File: src/rtl/fifo_pkg.sv
// Shared constants and helpers for the FIFO read/write side blocks.
package fifo_pkg;

    localparam int RD_LAT_MIN   = 1;
    localparam int RD_LAT_MAX   = 2;
    localparam int STREAM_WIDTH = 32;

    typedef logic [STREAM_WIDTH-1:0] stream_word_t;

    // A one-entry or two-entry structure still needs a 1-bit pointer.
    function automatic int ptr_width(input int depth);
        return (depth <= 2) ? 1 : $clog2(depth);
    endfunction

    function automatic int cnt_width(input int depth);
        return $clog2(depth + 1);
    endfunction

endpackage

File: src/rtl/fifo_rd_stream_if.sv
// FIFO read port plus downstream valid/ready stream, seen from the read-side master.
interface fifo_rd_stream_if #(
    parameter int WIDTH = 32
);
    logic             empty;
    logic             rd_en;
    logic [WIDTH-1:0] rd_data;
    logic             out_valid;
    logic             out_ready;
    logic [WIDTH-1:0] out_data;

    modport master (
        input  empty, rd_data, out_ready,
        output rd_en, out_valid, out_data
    );

    modport slave (
        output empty, rd_data, out_ready,
        input  rd_en, out_valid, out_data
    );
endinterface

File: src/rtl/fifo_rd_skid_buf.sv
// Small circular output buffer: push at tail, pop at head, flush empties it in one clock.
module fifo_rd_skid_buf
    import fifo_pkg::*;
#(
    parameter  int WIDTH = 32,
    parameter  int DEPTH = 2,
    localparam int CW    = cnt_width(DEPTH)
) (
    input  logic             clk,
    input  logic             rst,
    input  logic             push,
    input  logic [WIDTH-1:0] push_data,
    input  logic             pop,
    input  logic             flush,
    output logic [CW-1:0]    cnt,
    output logic             head_valid,
    output logic [WIDTH-1:0] head_data
);
    localparam int PW = ptr_width(DEPTH);

    logic [WIDTH-1:0] mem_q [DEPTH];
    logic [WIDTH-1:0] mem_d [DEPTH];
    logic [PW-1:0]    wr_ptr_q, wr_ptr_d;
    logic [PW-1:0]    rd_ptr_q, rd_ptr_d;
    logic [CW-1:0]    cnt_q, cnt_d;
    logic             pop_eff;

    function automatic logic [PW-1:0] ptr_inc(input logic [PW-1:0] p);
        return (p == PW'(DEPTH - 1)) ? '0 : p + 1'b1;
    endfunction

    assign pop_eff = pop && (cnt_q != '0);

    always_comb begin
        mem_d    = mem_q;
        wr_ptr_d = wr_ptr_q;
        rd_ptr_d = rd_ptr_q;
        cnt_d    = cnt_q;
        // Flush wins over a same-cycle push: a word arriving with flush is dropped.
        if (flush) begin
            wr_ptr_d = '0;
            rd_ptr_d = '0;
            cnt_d    = '0;
        end else begin
            if (push) begin
                mem_d[wr_ptr_q] = push_data;
                wr_ptr_d        = ptr_inc(wr_ptr_q);
            end
            if (pop_eff) begin
                rd_ptr_d = ptr_inc(rd_ptr_q);
            end
            case ({push, pop_eff})
                2'b10:   cnt_d = cnt_q + 1'b1;
                2'b01:   cnt_d = cnt_q - 1'b1;
                default: cnt_d = cnt_q;
            endcase
        end
    end

    always_ff @(posedge clk or posedge rst) begin
        if (rst) begin
            for (int i = 0; i < DEPTH; i++) begin
                mem_q[i] <= '0;
            end
            wr_ptr_q <= '0;
            rd_ptr_q <= '0;
            cnt_q    <= '0;
        end else begin
            mem_q    <= mem_d;
            wr_ptr_q <= wr_ptr_d;
            rd_ptr_q <= rd_ptr_d;
            cnt_q    <= cnt_d;
        end
    end

    assign cnt        = cnt_q;
    assign head_valid = (cnt_q != '0);
    assign head_data  = mem_q[rd_ptr_q];

endmodule

File: src/rtl/fifo_rd_stream.sv
// Read-side master for a FIFO: credit-limited rd_en, fixed-latency capture, valid/ready output.
module fifo_rd_stream
    import fifo_pkg::*;
#(
    parameter int WIDTH  = 32,
    parameter int RD_LAT = 1
) (
    input  logic             clk,
    input  logic             rst,
    fifo_rd_stream_if.master bus,
    input  logic             flush,
    output logic [31:0]      words_out
);
    localparam int BUF_DEP = RD_LAT + 1;
    localparam int CW      = cnt_width(BUF_DEP);
    localparam int SW      = CW + 1;

    generate
        if (RD_LAT < RD_LAT_MIN || RD_LAT > RD_LAT_MAX) begin : g_bad_rd_lat
            $error("fifo_rd_stream: RD_LAT must be 1 or 2");
        end
    endgenerate

    logic [RD_LAT-1:0] pipe_q, pipe_d;
    logic              run_q, run_d;
    logic [31:0]       words_out_q, words_out_d;
    logic [CW-1:0]     buf_cnt;
    logic              buf_valid;
    logic [WIDTH-1:0]  buf_head;
    logic              pop;
    logic              push;
    logic              rd_en;
    logic [SW-1:0]     inflight;
    logic [SW-1:0]     used;

    assign pop  = buf_valid && bus.out_ready;
    assign push = pipe_q[RD_LAT-1];

    // A read is only issued if its word has a guaranteed slot when it lands;
    // run_q keeps rd_en low from the instant rst asserts until the first clock after release.
    always_comb begin
        inflight = '0;
        for (int i = 0; i < RD_LAT; i++) begin
            inflight = inflight + SW'(pipe_q[i]);
        end
        used  = inflight + SW'(buf_cnt) - SW'(pop);
        rd_en = run_q && !bus.empty && !flush && (used < SW'(BUF_DEP));
    end

    always_comb begin
        pipe_d = '0;
        if (!flush) begin
            pipe_d[0] = rd_en;
            for (int i = 1; i < RD_LAT; i++) begin
                pipe_d[i] = pipe_q[i-1];
            end
        end
        run_d       = 1'b1;
        words_out_d = words_out_q + 32'(pop);
    end

    always_ff @(posedge clk or posedge rst) begin
        if (rst) begin
            pipe_q      <= '0;
            run_q       <= 1'b0;
            words_out_q <= '0;
        end else begin
            pipe_q      <= pipe_d;
            run_q       <= run_d;
            words_out_q <= words_out_d;
        end
    end

    fifo_rd_skid_buf #(
        .WIDTH (WIDTH),
        .DEPTH (BUF_DEP)
    ) u_skid (
        .clk        (clk),
        .rst        (rst),
        .push       (push),
        .push_data  (bus.rd_data),
        .pop        (pop),
        .flush      (flush),
        .cnt        (buf_cnt),
        .head_valid (buf_valid),
        .head_data  (buf_head)
    );

    assign bus.rd_en     = rd_en;
    assign bus.out_valid = buf_valid;
    assign bus.out_data  = buf_head;
    assign words_out     = words_out_q;

    a_no_overflow: assert property (@(posedge clk) disable iff (rst)
        !(push && !flush && buf_cnt == CW'(BUF_DEP) && !pop))
        else $fatal(1, "fifo_rd_stream: local buffer overflow");

endmodule

File: src/flat_wrapper.sv
// flat-port wrapper written by rule: the top's interface ports become plain ports
module fifo_rd_stream_flat import fifo_pkg::*;
#(
    parameter int WIDTH  = 32,
    parameter int RD_LAT = 1
)
  (clk, rst, flush, words_out, bus_empty, bus_rd_data, bus_out_ready, bus_rd_en, bus_out_valid, bus_out_data);
  fifo_rd_stream_if #(.WIDTH(WIDTH)) bus_i ();
  input  logic clk;
  input  logic rst;
  input  logic flush;
  output logic [31:0] words_out;
  input wire logic [$bits(bus_i.empty)-1:0] bus_empty;
  input wire logic [$bits(bus_i.rd_data)-1:0] bus_rd_data;
  input wire logic [$bits(bus_i.out_ready)-1:0] bus_out_ready;
  output wire logic [$bits(bus_i.rd_en)-1:0] bus_rd_en;
  output wire logic [$bits(bus_i.out_valid)-1:0] bus_out_valid;
  output wire logic [$bits(bus_i.out_data)-1:0] bus_out_data;
  assign bus_i.empty = bus_empty;
  assign bus_i.rd_data = bus_rd_data;
  assign bus_i.out_ready = bus_out_ready;
  assign bus_rd_en = bus_i.rd_en;
  assign bus_out_valid = bus_i.out_valid;
  assign bus_out_data = bus_i.out_data;
  fifo_rd_stream #(.WIDTH(WIDTH), .RD_LAT(RD_LAT)) u_core (.clk(clk), .rst(rst), .bus(bus_i), .flush(flush), .words_out(words_out));
endmodule
File: config.mk
export PLATFORM = sky130hd
export DESIGN_NAME = fifo_rd_stream_flat
export DESIGN_NICKNAME = d
export VERILOG_FILES = /design/src/rtl/fifo_pkg.sv /design/src/rtl/fifo_rd_stream_if.sv /design/src/rtl/fifo_rd_skid_buf.sv /design/src/rtl/fifo_rd_stream.sv /design/src/flat_wrapper.sv
export SDC_FILE = /design/constraint.sdc
export NUM_CORES = 1
export LEC_CHECK = 0
export ABC_AREA = 1
export BUFFER_PORTS_ARGS = -buffer_cell sky130_fd_sc_hd__buf_2
export CAP_MARGIN = 5
export CELL_PAD_IN_SITES_DETAIL_PLACEMENT = 1
export CELL_PAD_IN_SITES_GLOBAL_PLACEMENT = 2
export CORE_ASPECT_RATIO = 1.75
export CORE_MARGIN = 5
export CORE_UTILIZATION = 34
export DETAILED_ROUTE_END_ITERATION = 10
export GPL_ROUTABILITY_DRIVEN = 0
export PLACE_DENSITY_LB_ADDON = 0.2
export SETUP_SLACK_MARGIN = 0.05
export SLEW_MARGIN = 20
export SYNTH_ARGS = -nofsm -noshare
export SYNTH_HDL_FRONTEND = slang
export SYNTH_SLANG_ARGS = --single-unit
File: constraint.sdc
create_clock -name clk -period 9.2 [get_ports clk]
set_input_delay 0.92 -clock clk [delete_from_list [all_inputs] [get_ports clk]]
set_output_delay 0.92 -clock clk [all_outputs]
set_load 0.05 [all_outputs]
==> key figures <==
Outcome
  • Outcome: completed

CTS
  • CTS H-Tree Depth: 3
  • Total of cells resized after clock tree synthesis: 0
  • Clk Latency, worst-skew pair: 0.34 ns
  • CTS root buffer: sky130_fd_sc_hd__clkbuf_16
  • Setup bufs post-CTS: 0
  • Bufs on Longest Clock Path: 2
  • Clk slew on worst S/H paths: 0.06 ns
  • Number of sinks on the clock net: 102
  • Number of clock buffers inserted by TritonCTS: 9
  • Hold buffer count at cts: 0
  • CTS tree: yes

Route
  • Amount of wire on met2 after detailed routing: 8.006 mm
  • Routed via count: 4,287
  • Initial DRT Pass Iterations: 4
  • Highest layer used for signal routing: met4
  • DRC violations left: 0
  • M1 WL: 5.277 mm
  • Drt first-iter violations: 111
  • WL per Instance: 15.41 µm
  • Average via count per standard cell: 4.758
  • Detail Route met3 WL: 474 µm
  • Final antenna-violating net count: 0
  • Total Wirelength: 13.88 mm

Synthesis
  • Cells after Synth: 619
  • Flops & latches, synth: 102
  • Dominant cell by count in the synthesized netlist: sky130_fd_sc_hd__nand2_1
  • Post-synth ARST share: 100.0%
  • Synthesized-area fraction occupied by adder cells: 1.176%
  • Synth Area in XOR/XNOR: 3.016%
  • Primary FF master, synth: sky130_fd_sc_hd__dfrtp_1
  • Combined area of all synthesized cells: 4896 µm²
  • Share of synthesized area occupied by flip-flops and latches: 52.13%
  • Fraction of the mapped netlist area in simple logic gates: 29.98%
  • Cell types with the largest area share after synthesis: sky130_fd_sc_hd__dfrtp_1, sky130_fd_sc_hd__nand2_1, sky130_fd_sc_hd__o21ai_0
  • Syn. warnings: 0
  • Post-synthesis area per instance: 7.909 µm²
  • Area fraction of the dominant cell type after synthesis: 52.13%
  • Number of synthesized flops with an enable pin: 0
  • Post-synth top area cell: sky130_fd_sc_hd__dfrtp_1
  • Synth unique cells: 30
  • Fraction of the mapped netlist area in compound gates: 7.002%
  • Top cells by instance count after synthesis: sky130_fd_sc_hd__nand2_1, sky130_fd_sc_hd__dfrtp_1, sky130_fd_sc_hd__o21ai_0, sky130_fd_sc_hd__inv_1, sky130_fd_sc_hd__nor2_1
  • Number of nets in the synthesized netlist: 660
  • Combinational family with the most area after synthesis: simple AND/OR/NAND/NOR gates
  • Share of synthesized area spent on multiplexers: 0%

Setup path
  • Slowest cell on the critical path: sky130_fd_sc_hd__fa_1
  • Number of buffers and inverters on the critical path: 3
  • Reg-to-reg startpoint: u_core.u_skid.cnt[1]$_DFFE_PP0P_
  • Cells along the critical path: buf_2, nand2_1, inv_1, ha_1, or2_2, fa_1, nand2_1, nor4_1, buf_2
  • Element type at the critical path start: primary input
  • CP Max Fanout: 4
  • Worst Path Required: 8.28 ns
  • Reg-to-reg setup timing slack: 6.70 ns
  • Element type at the critical path end: output port
  • Critical path launch point: bus_out_ready
  • Crit path largest cell delay: 0.48 ns
  • CP Data Arrival Time: 2.88 ns
  • Largest delay contributor family on the critical path: adder cells
  • Class of the most critical setup path: in -> out

STA
  • Crit share post-route: 41.34%
  • Max-slew violation total from the final report: 0
  • Final setup violating endpoints: 0
  • Transition time at the pin with the least slew margin: 0.6950 ns
  • Final setup TNS: 0 ns
  • Top achievable clock speed: 262.9 MHz
  • Endpoints failing hold: 0
  • Time the final worst path needs with I/O delays and setup: 3.803 ns
  • Clock Skew: 0.008465 ns
  • Setup repair after global routing missed its margin: false
  • Worst slew margin relative to its limit: 53.67%

Placement
  • Cell area after placement: 5577 µm²
  • Count of input and output buffers: 102
  • Detail Placement HPWL: 10.28 mm

Layout
  • Area growth, synth to finish: 20.55%
  • Fill cell count: 1,758
  • Multi-input combinational cell area: 2019 µm²
  • Storage element area: 2552 µm²
  • Final standard cell area without fillers: 5902 µm²
  • Antenna cell count: 0
  • Fraction of final layout cells with drive strength greater than 1: 19.83%
  • Total Nets Final: 758

Pwr
  • IR drop worst, VDD: 0.1435 mV
  • PwrDens: 237.2 nW/µm²
  • Leakage dissipation: 3.226 nW

GRT
  • Antenna violations before repair: 0
  • Gr ovfl total: 0
  • Overall Global Routing Usage: 17.23%
  • Global-route wire length before repair: 23.17 mm
  • Pin count of the biggest net entering global routing: 75
  • Vias in the first global route: 4,702

Floorplanning
  • Top-Level Pins: 103
  • Cell row count: 58
  • Floorplan die height: 168.7 µm
  • Area of the core region: 14,300 µm²
  • Effective utilization at floorplan: 34.25%
  • Full die area: 16,990 µm²
  • Horiz. Die Dim: 100.7 µm

Hold path
  • Worst Min Path Start: u_core.u_skid.mem_q[61]$_DFFE_PP0P_
  • Path type of the worst min-delay path: reg -> reg

Flow run
  • Max-cap check violation count: 0
final cells by class:
cell class | instances | share of cell area [%]
Timing Repair Buffer | 107 | 9.349
Clock inverter | 5 | 1.399
Tap cell | 180 | 3.816
Inverter | 61 | 3.922
Clock buffer | 10 | 4.049
Multi-Input combinational cell | 436 | 34.22
Sequential cell | 102 | 43.25
tightest hold or removal path, stage by stage (launching register included):
cell                      delay, ns
sky130_fd_sc_hd__dfrtp_1       0.34
sky130_fd_sc_hd__nand2_1       0.05
sky130_fd_sc_hd__o21ai_0       0.06
power by group:
part / internal [mW] / switching (mW)
Combinational: 0.0966 / 0.320
Clock: 0.245 / 0.167
Sequential: 0.524 / 0.0465
state kept, by name, summed over array words and instances (netlist names):
name                    flops
u_core.pipe_q               1
u_core.run_q                1
u_core.u_skid.cnt           2
u_core.u_skid.mem_q        64
u_core.u_skid.rd_ptr_q      1
u_core.u_skid.wr_ptr_q      1
u_core.words_out           32
metrics by stage:
step	total power [mW]	hold slack, ns	worst slack, ns	util (%)	cells
final	1.400	0.4868	5.397	41.28	901
after global routing	1.482	0.5167	5.293	41.28	901
after CTS	1.426	0.4909	5.394	41.26	901
after detailed placement	1.004	0.4731	5.399	39.01	886
after global placement	0.9883	0.4650	5.397	39.01	886
after floorplan	0.8903	0.4529	4.557	-	619
metal layers:
| layer | vias up | track usage (%) |
|---|---|---|
| li1 | 2096 | - |
| met1 | 2116 | 18.03 |
| met2 | 68 | 34.03 |
| met3 | 7 | 3.299 |
| met4 | 0 | 4.223 |
| met5 | - | 0 |
cells by family (layout without fill, tap and decap cells):
family / Yosys count / count (layout)
other cells: 1 / 1
fa+ha+maj: 4 / 4
simple gates: 347 / 347
compound gates: 68 / 68
flops: 102 / 102
buf+inv: 81 / 183
xor+xnor: 16 / 16
worst paths after layout:
path	endpoint	depth (start not counted)
max	bus_rd_en	9
min	u_core.u_skid.mem_q[61]$_DFFE_PP0P_	2
max reg2reg	u_core.pipe_q$_DFF_PP0_	9
min reg2reg	u_core.u_skid.mem_q[61]$_DFFE_PP0P_	2
max in group asynchronous	u_core.words_out[24]$_DFF_PP0_	3
min in group asynchronous	u_core.u_skid.mem_q[14]$_DFFE_PP0P_	2
cell usage in the layout (no fill, tap or decap), types with 3 or more instances in the layout:
cell / n
sky130_fd_sc_hd__clkbuf_16: 9
sky130_fd_sc_hd__nand3b_1: 8
sky130_fd_sc_hd__buf_2: 102
sky130_fd_sc_hd__inv_1: 58
sky130_fd_sc_hd__nor2_2: 3
sky130_fd_sc_hd__xnor2_1: 6
sky130_fd_sc_hd__buf_4: 4
sky130_fd_sc_hd__o21ai_0: 66
sky130_fd_sc_hd__nor2_1: 39
sky130_fd_sc_hd__nand2_1: 266
sky130_fd_sc_hd__ha_1: 3
sky130_fd_sc_hd__xor2_1: 9
sky130_fd_sc_hd__dfrtp_1: 102
sky130_fd_sc_hd__nand3_1: 13
sky130_fd_sc_hd__nand2_2: 4
sky130_fd_sc_hd__nor2_4: 5
Power figures use the tool's default switching activity.
